**src/rtl/time_entry_loader.sv**
```systemverilog
`timescale 1ns/1ps
// time_entry_loader: collects up to three keypad digits as M:SS, validates
// them, and drives the timer chain's parallel load bus with a single
// active-low load strobe. After loading, it locks out entry until the timer
// reaches zero or the user cancels.
module time_entry_loader #(
  parameter int MAX_DIGITS = 3
) (
  input  logic       clk,
  input  logic       clearn,
  input  logic       key_valid,
  input  logic [3:0] key_code,
  input  logic       start,
  input  logic       cancel,
  input  logic       timer_zero,
  output logic [3:0] sec_ones,
  output logic [3:0] sec_tens,
  output logic [3:0] mins,
  output logic       loadn,
  output logic [1:0] digit_count,
  output logic       busy,
  output logic       err
);

  typedef enum logic [1:0] {
    IDLE  = 2'b00,
    ENTRY = 2'b01,
    LOAD  = 2'b10,
    RUN   = 2'b11
  } state_e;

  state_e     state_q, state_d;
  logic       keyPrev_q, startPrev_q;
  logic [3:0] secOnes_q, secOnes_d;
  logic [3:0] secTens_q, secTens_d;
  logic [3:0] mins_q, mins_d;
  logic [1:0] digitCount_q, digitCount_d;
  logic       loadn_q, loadn_d;
  logic       busy_q, busy_d;
  logic       err_q, err_d;

  logic keyEvent;
  logic startEvent;
  logic bufferZero;
  logic keyReject;

  assign keyEvent   = key_valid & ~keyPrev_q;
  assign startEvent = start & ~startPrev_q;
  assign bufferZero = (secOnes_q == 4'd0) && (secTens_q == 4'd0) && (mins_q == 4'd0);

  // A key is refused when it is not a decimal digit, the buffer is full, or
  // shifting would push a value above 5 into the seconds-tens position.
  assign keyReject = (key_code > 4'd9)
                  || (digitCount_q == 2'(MAX_DIGITS))
                  || ((digitCount_q != 2'd0) && (secOnes_q > 4'd5));

  // State, buffer and output registers; reset returns everything to idle.
  always_ff @(posedge clk or negedge clearn) begin
    if (!clearn) begin
      state_q      <= IDLE;
      keyPrev_q    <= 1'b0;
      startPrev_q  <= 1'b0;
      secOnes_q    <= 4'd0;
      secTens_q    <= 4'd0;
      mins_q       <= 4'd0;
      digitCount_q <= 2'd0;
      loadn_q      <= 1'b1;
      busy_q       <= 1'b0;
      err_q        <= 1'b0;
    end else begin
      state_q      <= state_d;
      keyPrev_q    <= key_valid;
      startPrev_q  <= start;
      secOnes_q    <= secOnes_d;
      secTens_q    <= secTens_d;
      mins_q       <= mins_d;
      digitCount_q <= digitCount_d;
      loadn_q      <= loadn_d;
      busy_q       <= busy_d;
      err_q        <= err_d;
    end
  end

  // Next-state logic: cancel beats start, start beats a key in the same cycle.
  always_comb begin
    state_d      = state_q;
    secOnes_d    = secOnes_q;
    secTens_d    = secTens_q;
    mins_d       = mins_q;
    digitCount_d = digitCount_q;
    loadn_d      = 1'b1;
    err_d        = 1'b0;

    if (cancel) begin
      secOnes_d    = 4'd0;
      secTens_d    = 4'd0;
      mins_d       = 4'd0;
      digitCount_d = 2'd0;
      state_d      = IDLE;
    end else begin
      case (state_q)
        IDLE, ENTRY: begin
          if ((state_q == ENTRY) && startEvent) begin
            if (bufferZero) begin
              err_d        = 1'b1;
              secOnes_d    = 4'd0;
              secTens_d    = 4'd0;
              mins_d       = 4'd0;
              digitCount_d = 2'd0;
              state_d      = IDLE;
            end else begin
              state_d = LOAD;
            end
          end else if (keyEvent) begin
            if (keyReject) begin
              err_d = 1'b1;
            end else begin
              mins_d       = secTens_q;
              secTens_d    = secOnes_q;
              secOnes_d    = key_code;
              digitCount_d = digitCount_q + 2'd1;
              state_d      = ENTRY;
            end
          end
        end
        LOAD: begin
          if (loadn_q) begin
            loadn_d = 1'b0;
          end else begin
            state_d = RUN;
          end
        end
        RUN: begin
          if (timer_zero) begin
            secOnes_d    = 4'd0;
            secTens_d    = 4'd0;
            mins_d       = 4'd0;
            digitCount_d = 2'd0;
            state_d      = IDLE;
          end
        end
        default: state_d = IDLE;
      endcase
    end

    busy_d = (state_d == LOAD) || (state_d == RUN);
  end

  assign sec_ones    = secOnes_q;
  assign sec_tens    = secTens_q;
  assign mins        = mins_q;
  assign loadn       = loadn_q;
  assign digit_count = digitCount_q;
  assign busy        = busy_q;
  assign err         = err_q;

endmodule

```
**config.mk**
```make
export PLATFORM = sky130hd
export DESIGN_NAME = time_entry_loader
export DESIGN_NICKNAME = d
export VERILOG_FILES = /design/src/rtl/time_entry_loader.sv
export SDC_FILE = /design/constraint.sdc
export NUM_CORES = 1
export LEC_CHECK = 0
export BUFFER_PORTS_ARGS = -buffer_cell sky130_fd_sc_hd__buf_2
export CORE_MARGIN = 2
export CORE_UTILIZATION = 40
export DETAILED_ROUTE_END_ITERATION = 16
export GPL_ROUTABILITY_DRIVEN = 0
export SYNTH_ARGS = -nofsm -noshare
export SYNTH_HDL_FRONTEND = slang
export SYNTH_SLANG_ARGS = --single-unit
```
**constraint.sdc**
```tcl
create_clock -name clk -period 2.1 [get_ports clk]
set_input_delay 0.21 -clock clk [delete_from_list [all_inputs] [get_ports clk]]
set_output_delay 0.21 -clock clk [all_outputs]
set_load 0.01 [all_outputs]
```
==> summary.txt <==
Net Sw Frac -> 26.7%
IO Pins -> 27
Grt ovf -> 0
# DRC -> 0
Port bufs -> 26
Detailed-route via count -> 804
WHS Path Cells -> 1
Drt wl/cell -> 13.4 µm
Setup CP Type -> reg -> reg
Reg-to-reg endpoint -> digit_count[1]$_DFFE_PN0P_
Initial DRC count -> 16
Area grow syn2layout -> 18.3%
Initial antenna violation count -> 0
Initial Util -> 42.6%
Worst Setup Start Kind -> flip-flop
H-tree Lvls -> 1
Share of cells above drive strength 1 -> 31.3%
Yosys warns -> 0
WL met2 -> 967 µm
Post-synthesis cell count -> 99
Avg Cell Area, Syn -> 10.9 µm²
Static Leak -> 0.678 nW
Max Cap Violations -> 0
Inserted Diodes -> 0
Outcome -> completed
Clock network fraction of design power -> 26.0%
First-pass GRT wire length -> 3.55 mm
Post-synth top flop -> dfrtp_1
Slew headroom -> 68.7%
CTS tree -> done
Net Switching -> 198 µW
Clock sink total -> 21
Met1 wire length -> 1.03 mm
Ys async rst share -> 100%
Clock Skews -> 0.00744 ns
Crit path from -> digit_count[0]$_DFFE_PN0P_
Sequential fraction of the synthesis area -> 49.0%
Worst Path Max Fanout -> 14
F_max -> 0.588 GHz
Root buf cell -> clkbuf_4
CP Data Arrival Time -> 1.93 ns
Final Util -> 50.4%
Power Density -> 585 nW/µm²
Combinational Power Share -> 15.7%
EDFF count, synth -> 0
Met3 wire length -> 94 µm
Site Rows -> 18
Period Utilization, post-route -> 81.0%
Final hold vios -> 0
Routed wire length -> 2.11 mm
Area leader, netlist -> dfrtp_1
Pint -> 545 µW
Final ANT Viol Nets -> 0
Post-Route Setup TNS -> 0 ns
Vias in the first global route -> 794
Area contributors post-synth -> dfrtp_1 (47%), mux2i_1 (13%), nand2b_1 (7.0%), nand2_1 (5.9%), nor4_2 (3.5%)
#FFs+latches synth -> 21
CP required -> 2.33 ns
# setup viols final -> 0
Post-Place Cells -> 153
DP HPWL -> 1.54 mm
Flop-to-flop setup slack -> 0.40 ns
Most frequent cell after synthesis -> dfrtp_1
Cell variety after synth -> 25
Reg2reg path depth -> 7
RSZ-0062 raised after global routing -> false
Die span in x -> 55.8 µm
Placeable Area -> 2520 µm²
Nets -> 141
CTS Buf Count -> 3
Final Non-Filler Cells -> 158
Power consumption -> 743 µW
HP Start -> start
Worst slew pin tran -> 0.458 ns
Synth top area share -> 46.6%
Seq pwr share -> 58.3%
Post-layout min period -> 1.70 ns
Top Layer Used -> met4
Max-slew violation count -> 0
Gr usage total -> 14.5%
Clk_lat worst skew -> 0.30 ns
Worst vdd ir -> 0.321 mV
Mapped cell area -> 1070 µm²
Post-CTS sizing -> 0
# fillers -> 251
Synth cell count leaders -> dfrtp_1 (20), nand2_1 (17), mux2i_1 (14)
Hold Path End -> startPrev_q$_DFF_PN0_
Clock buffer depth -> 2
DIE HEIGHT -> 55.8 µm
Largest net degree at the start of global routing -> 22
Die footprint -> 3120 µm²
Clk slew on worst S/H paths -> 0.12 ns
Crit path capture type -> flip-flop
DR pass1 iterations -> 4
Via density per instance -> 5.09
Worst Hold Class -> in -> reg
RR Startpoint -> digit_count[0]$_DFFE_PN0P_
Syn nets -> 111
## cell families (layout without fill, tap and decap cells)
| kind of cell | after synthesis | in the layout | synth area share, % |
|---|---|---|---|
| flip-flops | 21 | 21 | 49.0 |
| multiplexers | 14 | 14 | 13.0 |
| buffers and inverters | 8 | 37 | 3.49 |
| AND/OR/NAND/NOR | 44 | 44 | 23.9 |
| adder cells (fa/ha/maj) | 2 | 2 | 2.33 |
| AO/OA/AOI/OAI | 10 | 10 | 8.27 |
## critical path: stages (launching register included)
cell,delay [ns]
dfrtp_1,0.41
inv_1,0.07
ha_1,0.21
o211ai_1,0.23
nand2_1,0.13
o21ai_4,0.07
buf_4,0.28
mux2i_1,0.24
## registers in the layout, indices dropped and copies added (netlist names), 2 cells and up
register / cells
sec_tens: 4
mins: 4
sec_ones: 4
digit_count: 2
state_q: 2
## routing by layer
metal | vias to the layer above | GRT usage (%)
met3 | 2 | 2.33
met4 | 0 | 6.12
li1 | 396 | -
met1 | 390 | 19.4
met5 | - | 0
met2 | 16 | 23.3
## what timing repair did
action	in CTS	in global routing
setup buffers	0	0
hold buffers	1	0
hold endpoints to repair	20	0
## layout make-up
class	count	area [µm²]	share of cell area, %
Multi-Input combinational cell	70	510	40.2
Sequential cell	21	527	41.4
Clock buffer	4	26.3	2.07
Inverter	4	15.0	1.18
Tap cell	30	37.5	2.95
Timing Repair Buffer	29	155	12.2
## worst max-delay path by stage
stage	cells after the start	end	slack, ns
after CTS	7	digit_count[1]$_DFFE_PN0P_	0.38
after floorplan	7	digit_count[0]$_DFFE_PN0P_	0.56
after global routing	7	digit_count[1]$_DFFE_PN0P_	0.23
after global placement	6	digit_count[0]$_DFFE_PN0P_	0.43
final	7	digit_count[1]$_DFFE_PN0P_	0.40
after detailed placement	7	digit_count[1]$_DFFE_PN0P_	0.39
## power groups by stage
stage                     clock network, mW  registers [mW]  logic, mW
after floorplan                           0           0.443     0.0725
after global placement                    0           0.440      0.117
after detailed placement                  0           0.441      0.118
after CTS                             0.203           0.433      0.120
after global routing                  0.221           0.436      0.130
final                                 0.193           0.433      0.117
## layout by cell type (no fill, tap or decap)
cell	count
a2111oi_0	1
nor2_1	2
and3b_1	2
a21oi_4	1
dlygate4sd3_1	1
a211oi_2	1
o21ai_0	2
dfstp_2	1
mux2i_1	14
o211ai_1	2
or2b_1	2
buf_4	2
clkbuf_1	1
and3_2	1
nand2_1	17
nand3_1	1
buf_2	26
dfrtp_1	20
nor3_1	2
a21oi_1	2
ha_1	2
clkbuf_4	3
nor4_2	3
inv_1	4
nor3b_1	1
nand2b_1	12
or4b_2	1
o21ai_4	1
## metrics by stage
step	setup slack (ns)	hold WS, ns	area, µm²
after global placement	0.426	0.194	1230
after detailed placement	0.390	0.201	1230
after global routing	0.234	0.00982	1270
final	0.399	0.0245	1270
after floorplan	0.559	-0.0856	1070
after CTS	0.378	0.0155	1270
(Power assumes the default switching activity.)
